**config.mk**
```make
export PLATFORM = sky130hd
export DESIGN_NAME = i2s_sample_rx
export DESIGN_NICKNAME = d
export VERILOG_FILES = /design/src/rtl/i2s_sample_rx.sv
export SDC_FILE = /design/constraint.sdc
export NUM_CORES = 1
export LEC_CHECK = 0
export BUFFER_PORTS_ARGS = -buffer_cell sky130_fd_sc_hd__buf_2
export CAP_MARGIN = 0
export CELL_PAD_IN_SITES_DETAIL_PLACEMENT = 0
export CELL_PAD_IN_SITES_GLOBAL_PLACEMENT = 1
export CORE_MARGIN = 2
export CORE_UTILIZATION = 39
export DETAILED_ROUTE_END_ITERATION = 8
export HOLD_SLACK_MARGIN = 0.15
export PLACE_DENSITY = 0.73
export SLEW_MARGIN = 40
export SYNTH_ARGS = -nofsm -noshare
export SYNTH_HDL_FRONTEND = slang
export SYNTH_SLANG_ARGS = --single-unit
```
**constraint.sdc**
```tcl
create_clock -name clk -period 1.5 [get_ports clk]
set_input_delay 0.15 -clock clk [delete_from_list [all_inputs] [get_ports clk]]
set_output_delay 0.15 -clock clk [all_outputs]
set_load 0.01 [all_outputs]
```
**src/rtl/i2s_sample_rx.sv**
```systemverilog
// I2S receiver: deserializes codec left/right words into DATA_SIZE-bit stereo pairs
// and presents each complete frame with a one-cycle out_ready strobe in the clk domain.
module i2s_sample_rx #(
  parameter int unsigned DATA_SIZE = 24
) (
  input  logic                 clk,
  input  logic                 rst,
  input  logic                 i2s_bclk,
  input  logic                 i2s_lrck,
  input  logic                 i2s_sdata,
  output logic [DATA_SIZE-1:0] out_left,
  output logic [DATA_SIZE-1:0] out_right,
  output logic                 out_ready,
  output logic                 word_short
);

  localparam int unsigned CntW = $clog2(DATA_SIZE + 1);
  localparam logic [DATA_SIZE-1:0] MsbMask = {1'b1, {(DATA_SIZE-1){1'b0}}};
  localparam logic [CntW-1:0] CntFull = CntW'(DATA_SIZE);

  typedef enum logic [0:0] {StUnlocked, StLocked} lock_e;

  // Two synchronizer flops plus one extra stage per input; bclk keeps one more for edge detect.
  logic [2:0] bclk_sync_q;
  logic [2:0] lrck_sync_q;
  logic [2:0] sdata_sync_q;
  logic       bclk_prev_q;

  lock_e                 state_q;
  logic                  lrck_last_q;
  logic [DATA_SIZE-1:0]  word_q;
  logic [CntW-1:0]       bit_cnt_q;
  logic [DATA_SIZE-1:0]  hold_l_q;
  logic [DATA_SIZE-1:0]  hold_r_q;
  logic                  short_l_q;
  logic                  short_r_q;
  logic                  have_left_q;
  logic [DATA_SIZE-1:0]  out_left_q;
  logic [DATA_SIZE-1:0]  out_right_q;
  logic                  out_ready_q;
  logic                  word_short_q;

  logic                  bclk_s;
  logic                  lrck_s;
  logic                  sdata_s;
  logic                  bclk_rise;
  logic                  lrck_changed;
  logic                  left_close;
  logic                  right_close;
  logic [DATA_SIZE-1:0]  bit_mask;
  logic [DATA_SIZE-1:0]  word_store;
  logic [CntW-1:0]       cnt_store;
  logic                  short_now;

  assign bclk_s    = bclk_sync_q[2];
  assign lrck_s    = lrck_sync_q[2];
  assign sdata_s   = sdata_sync_q[2];
  assign bclk_rise = bclk_s & ~bclk_prev_q;

  assign lrck_changed = lrck_s != lrck_last_q;
  assign left_close   = lrck_changed & lrck_s;
  assign right_close  = lrck_changed & ~lrck_s;

  // Word after storing the current bit; the closing bit of a word is stored the same way.
  always_comb begin
    bit_mask   = MsbMask >> bit_cnt_q;
    word_store = word_q;
    cnt_store  = bit_cnt_q;
    if (bit_cnt_q < CntFull) begin
      word_store = word_q | (sdata_s ? bit_mask : '0);
      cnt_store  = bit_cnt_q + CntW'(1);
    end
    short_now = cnt_store < CntFull;
  end

  always_ff @(posedge clk) begin
    if (rst) begin
      bclk_sync_q  <= '0;
      lrck_sync_q  <= '0;
      sdata_sync_q <= '0;
      bclk_prev_q  <= 1'b0;
    end else begin
      bclk_sync_q  <= {bclk_sync_q[1:0], i2s_bclk};
      lrck_sync_q  <= {lrck_sync_q[1:0], i2s_lrck};
      sdata_sync_q <= {sdata_sync_q[1:0], i2s_sdata};
      bclk_prev_q  <= bclk_sync_q[2];
    end
  end

  always_ff @(posedge clk) begin
    if (rst) begin
      state_q      <= StUnlocked;
      lrck_last_q  <= 1'b0;
      word_q       <= '0;
      bit_cnt_q    <= '0;
      hold_l_q     <= '0;
      hold_r_q     <= '0;
      short_l_q    <= 1'b0;
      short_r_q    <= 1'b0;
      have_left_q  <= 1'b0;
      out_left_q   <= '0;
      out_right_q  <= '0;
      out_ready_q  <= 1'b0;
      word_short_q <= 1'b0;
    end else begin
      out_ready_q  <= 1'b0;
      word_short_q <= 1'b0;
      if (bclk_rise) begin
        lrck_last_q <= lrck_s;
        if (lrck_changed) begin
          word_q    <= '0;
          bit_cnt_q <= '0;
        end else begin
          word_q    <= word_store;
          bit_cnt_q <= cnt_store;
        end
        if (left_close) begin
          hold_l_q    <= word_store;
          short_l_q   <= short_now;
          have_left_q <= 1'b1;
        end
        if (right_close) begin
          hold_r_q    <= word_store;
          short_r_q   <= short_now;
          have_left_q <= 1'b0;
          unique case (state_q)
            StUnlocked: state_q <= StLocked;
            StLocked: begin
              // A right close without a preceding left close is dropped silently.
              if (have_left_q) begin
                out_left_q   <= hold_l_q;
                out_right_q  <= word_store;
                out_ready_q  <= 1'b1;
                word_short_q <= short_l_q | short_now;
              end
            end
            default: state_q <= StUnlocked;
          endcase
        end
      end
    end
  end

  assign out_left   = out_left_q;
  assign out_right  = out_right_q;
  assign out_ready  = out_ready_q;
  assign word_short = word_short_q;

endmodule

```
==> results.json, run 1 <==
{
  "status": "completed",
  "core_area_sq_mm": 0.0109,
  "worstPathArrival_ps": 1730,
  "num-fill-cells": 1001,
  "r2r_slack_ps": 50,
  "finalCritPeriodShare_pct": 96.7,
  "r2r_cells": 5,
  "layout_common_cells": "dfxtp_1, nor2_1, buf_2, nand2_1, buf_4",
  "rows": 38,
  "synth_ff_type": "dfxtp_1",
  "critPathSlowestCell": "dfxtp_2",
  "crit_type": "flip-flop to flip-flop",
  "place_inst": 671,
  "clock_sinks": 117,
  "wl_per_cell_microns": 15.4,
  "path_max_fanout": 4,
  "synth_cells": 468,
  "finalNetCount": 573,
  "ys_seq_area_share_pct": 53.1,
  "holdWs_ps": 220,
  "leakage_nw": 2.18,
  "layout_commonest_cell": "dfxtp_1",
  "synth.avg_cell_area_sq_um": 9.42,
  "layout-drive-gt1-share_pct": 36.0,
  "drv_cap": 0,
  "min_to": "bclk_sync_q[2]",
  "finalCriticalPeriod_ps": 1450,
  "antenna_cells": 0,
  "die-area_sq_mm": 0.0122,
  "r2r-start": "bit_cnt_q[0]",
  "first_iter_violations": 189,
  "grt_overflow": 0,
  "min_path_cells": 3,
  "synth_nets": 481,
  "syn_to_final_growth_pct": 35.0,
  "setup-violations-final": 0,
  "crit_path_end_kind": "flip-flop",
  "clkTransAtPathRegs_ps": 60,
  "max_slew_margin_pct": 63.2,
  "critPathBufInv": 1,
  "synth_warnings": 0,
  "grt_pass1_wl_microns": 16800,
  "first_pass_iters": 4,
  "ys_seq_elements": 117,
  "io_pins": 55,
  "io_buffers": 54,
  "antenna_found_initial": 0,
  "grt.total_usage_pct": 18.7,
  "fin_skew_ps": 13.5,
  "synth_edf_count": 0,
  "clock-root-buffer": "clkbuf_16",
  "syn_area_sq_mm": 0.00441,
  "crit_cells": 5,
  "gp_congestion": 0.894,
  "vias_per_cell": 4.98,
  "h-tree-depth": 4,
  "startpoint_type": "flip-flop",
  "hold_start": "rst",
  "dieHeight_microns": 110,
  "drc": 0,
  "hold_viol": 0,
  "crit_required_ps": 1780,
  "ys_async_sr_fraction_pct": 0,
  "hpwl_microns": 7040,
  "crit_chain": "buf_4 -> ha_1 -> and2_2 -> a21oi_1 -> a211oi_1",
  "peakVddDrop_mv": 0.630,
  "r2r_end": "hold_l_q[18]",
  "cts_made_buffers": 17,
  "slew_viol_final": 0,
  "yosysUniqueCellTypes": 28,
  "min_path_type": "input pin to flip-flop",
  "clk-insertion-delay-late_ps": 410,
  "cts_tree": "done",
  "cp_top_family": "compound AO/OA/AOI/OAI gates",
  "die_x_microns": 110,
  "worstMarginPinSlew_ps": 552,
  "grt_max_degree": 51,
  "totalWireLength_microns": 11000,
  "critPathMaxStageDelay_ps": 330,
  "num_vias": 3550,
  "drtAntennaViolNets": 0,
  "final_cells": 713,
  "clockBufferDepth": 2,
  "cellPowerDensity_mw_per_mm2": 1240,
  "grt_pass1_vias": 3167,
  "fmaxAchievable_mhz": 689,
  "start_util_pct": 40.3
}
[cell type report]
class	instances	area, sq um	area share (%)
sequential	117	2350	39.5
multi-input combinational	305	1940	32.5
timing repair buffer	111	860	14.4
clock buffer	19	443	7.44
tap	140	175	2.94
clock inverter	13	158	2.65
inverter	8	30.0	0.505
[report_power, final]
group / switching [mW] / internal [mW]
clock network: 1.45 / 2.64
registers: 0.00613 / 3.12
logic: 0.105 / 0.0598
[how the worst max path moves through the flow]
stage | startpoint | endpoint
finish | bit_cnt_q[0] | hold_l_q[18]
CTS | sdata_sync_q[2] | hold_l_q[3]
floorplan | bit_cnt_q[2] | out_right[12]
global route | bclk_sync_q[2] | hold_l_q[2]
global placement | bit_cnt_q[4] | out_right[9]
detailed placement | bit_cnt_q[1] | hold_l_q[2]
[synthesized netlist by cell type, types with 2 or more instances]
master | number | area (sq um)
a22oi_1 | 2 | 15.0
nor2b_4 | 2 | 27.5
buf_4 | 5 | 37.5
nand2_1 | 51 | 191
and2_1 | 5 | 31.3
buf_2 | 11 | 55.1
buf_6 | 3 | 33.8
nor2b_1 | 12 | 75.1
inv_1 | 8 | 30.0
a211oi_2 | 22 | 275
ha_1 | 8 | 100
clkbuf_1 | 19 | 71.3
a41oi_1 | 3 | 26.3
nand4_1 | 6 | 37.5
a21oi_1 | 38 | 190
nor3_2 | 18 | 180
a211oi_1 | 27 | 203
nor3_1 | 6 | 30.0
nor2_1 | 83 | 312
dfxtp_1 | 117 | 2340
a31oi_1 | 15 | 93.8
[registers in the layout, summed over array words and instances, names as in the netlist]
register,cells
out_ready,1
bclk_sync_q,3
word_short,1
have_left_q,1
out_right,24
word_q,24
sdata_sync_q,3
hold_l_q,24
short_l_q,1
state_q,1
lrck_last_q,1
bit_cnt_q,5
bclk_prev_q,1
lrck_sync_q,3
out_left,24
[metal layers]
layer | vias up | track usage (%) | routed length, microns
met3 | 6 | 4.76 | 363
met4 | 0 | 8.04 | 101
met1 | 1673 | 27.3 | 5840
met5 | - | 0 | 0
met2 | 64 | 25.7 | 4680
li1 | 1807 | - | -
[metrics by stage]
stage,worst slack [ps],power (mW),util [%],setup TNS [ps],cell area [sq um]
floorplan,0.808,3.29,-,0,4410
global placement,-19.3,3.34,46.6,-63.0,5100
detailed placement,-44.4,3.35,46.6,-242,5100
CTS,1.35,7.45,52.6,0,5750
global route,-3.33,7.61,54.4,-5.45,5950
finish,48.9,7.38,54.4,0,5950
[tightest hold or removal path: cells and delay by family]
| family | cells | cell delay (ps) |
|---|---|---|
| buf+inv | 2 | 360 |
| simple gates | 1 | 70 |
[cell families after synthesis]
group / Yosys count / share of synthesized area, %
AO/OA/AOI/OAI: 109 / 18.6
flip-flops: 117 / 53.1
adder cells (fa/ha/maj): 8 / 2.27
AND/OR/NAND/NOR: 188 / 20.8
buffers and inverters: 46 / 5.17
[what timing repair did]
action	CTS	global route
hold buffers	3	0
resized for setup	6	25
pin swaps	0	5
setup buffers	0	3
endpoints found under the hold margin	3	0
setup endpoints to repair	19	76
cloned	0	4
(Power assumes the default switching activity.)
==> run 2, diff against run 1 <==
Settings changed: CTS_CLUSTER_SIZE from default to 30, GPL_TIMING_DRIVEN from default to 0, HOLD_SLACK_MARGIN 0.15 to 0.12.
==> run 2 against run 1 <==
Effect of this change: combinational power about the same; cell area rose by 3.6%; non-clock buffer count down 2; worst setup slack got worse by 22 ps; sequential power barely moved; register-to-register slack lost 20 ps; routed wire length grew 2.2%; utilization increased by 1.9 points.
==> results.json, run 2 (synthesized netlist as in run 1, its figures left out) <==
{
  "cts_made_buffers": 17,
  "io_pins": 55,
  "first_pass_iters": 5,
  "cp_top_family": "buffers and inverters",
  "layout_commonest_cell": "dfxtp_1",
  "pre_cts_ws_ps": -455,
  "crit_chain": "nor2b_4 -> buf_6 -> and4_4 -> buf_12 -> clkbuf_16 -> nor2_1 -> a211oi_2",
  "startpoint_type": "flip-flop",
  "finalNetCount": 571,
  "clockBufferDepth": 2,
  "h-tree-depth": 4,
  "fin_ws_ps": 26.8,
  "rsz0062_at_grt": "yes",
  "totalWireLength_microns": 11200,
  "io_buffers": 54,
  "final_util_pct": 56.4,
  "finalCritPeriodShare_pct": 98.2,
  "antenna_cells": 0,
  "peakVddDrop_mv": 0.714,
  "slew_viol_final": 0,
  "grt_max_degree": 17,
  "drv_cap": 0,
  "num_vias": 3594,
  "grt.total_usage_pct": 18.8,
  "num-fill-cells": 978,
  "holdWs_ps": 208,
  "syn_to_final_growth_pct": 39.8,
  "place_inst": 662,
  "critPathMaxStageDelay_ps": 320,
  "clk-insertion-delay-late_ps": 410,
  "crit_path_end_kind": "flip-flop",
  "wl_per_cell_microns": 15.8,
  "critPathSlowestCell": "dfxtp_2",
  "setup-violations-final": 0,
  "clkTransAtPathRegs_ps": 50,
  "die-area_sq_mm": 0.0122,
  "core_area_sq_mm": 0.0109,
  "crit_type": "flip-flop to flip-flop",
  "grt_pass1_vias": 3239,
  "rows": 38,
  "grt_pass1_wl_microns": 17100,
  "worstPathArrival_ps": 1800,
  "cts_tree": "done",
  "fin_skew_ps": 7.93,
  "start_util_pct": 40.3,
  "status": "completed",
  "drc": 0,
  "fmaxAchievable_mhz": 679,
  "path_max_fanout": 8,
  "clock-root-buffer": "clkbuf_16",
  "dieHeight_microns": 110,
  "grt_overflow": 0,
  "clock_sinks": 117,
  "critPathBufInv": 3,
  "final_cells": 710,
  "gp_congestion": 0.911,
  "leakage_nw": 2.22,
  "hpwl_microns": 7460,
  "worstMarginPinSlew_ps": 741,
  "first_iter_violations": 215,
  "antenna_found_initial": 0,
  "hold_viol": 0,
  "timing.setup.tns_ps": 0,
  "vias_per_cell": 5.06,
  "die_x_microns": 110,
  "layout_common_cells": "dfxtp_1, nor2_1, buf_2, nand2_1, a21oi_1",
  "drtAntennaViolNets": 0,
  "max_slew_margin_pct": 50.6,
  "finalCriticalPeriod_ps": 1470,
  "min_path_type": "input pin to flip-flop",
  "crit_required_ps": 1830,
  "layout-drive-gt1-share_pct": 38.2,
  "cellPowerDensity_mw_per_mm2": 1280
}
[run 2: worst reg2reg max path: cells and delay by family (launching register included)]
| kind | cells | cell delay [ps] |
|---|---|---|
| AO/OA/AOI/OAI | 1 | 170 |
| buffers and inverters | 3 | 460 |
| AND/OR/NAND/NOR | 3 | 460 |
| flip-flops | 1 | 320 |
[run 2: worst paths after layout]
check | startpoint | endpoint | slack [ps] | cells past startpoint
setup / recovery | bclk_sync_q[2] | out_right[5] | 30 | 7
setup reg to reg | bclk_sync_q[2] | out_right[5] | 30 | 7
hold / removal | rst | word_q[0] | 210 | 4
hold reg to reg | sdata_sync_q[0] | sdata_sync_q[1] | 430 | 1
[run 2: where the power goes]
part	total (mW)	switching (mW)	internal, mW
Clock	4.59	1.36	3.23
Sequential	3.13	0.00862	3.13
Combinational	0.161	0.109	0.0528
Total	7.89	1.48	6.41
[run 2: what timing repair did]
action                                  in CTS  in global routing
gates cloned                                 0                  5
buffers inserted                             3                  7
endpoints found under the hold margin        3                  0
resized for setup                           64                 52
endpoints found under the setup margin      97                 91
hold buffers                                 3                  0
pin swaps                                    3                 18
[run 2: layout make-up]
| cell class | instances | area [sq um] | share of cell area (%) |
|---|---|---|---|
| tap | 140 | 175 | 2.84 |
| clock buffer | 22 | 474 | 7.69 |
| buffer | 37 | 302 | 4.89 |
| sequential | 117 | 2350 | 38.1 |
| multi-input combinational | 305 | 2170 | 35.2 |
| clock inverter | 9 | 198 | 3.21 |
| timing repair buffer | 72 | 463 | 7.51 |
| inverter | 8 | 33.8 | 0.548 |
[run 2: metal layers]
| metal | global-route usage [%] | wire (microns) |
|---|---|---|
| met1 | 25.4 | 5530 |
| met2 | 28.7 | 5070 |
| met3 | 4.94 | 518 |
| met4 | 7.05 | 116 |
| met5 | 0 | 0 |
[run 2: per-stage QoR]
step	cell area (sq um)	total power, mW
2_1_floorplan	4410	3.29
3_3_place_gp	4850	3.34
3_5_place_dp	4850	3.34
4_1_cts	5870	7.93
5_1_grt	6160	8.11
6_report	6160	7.89
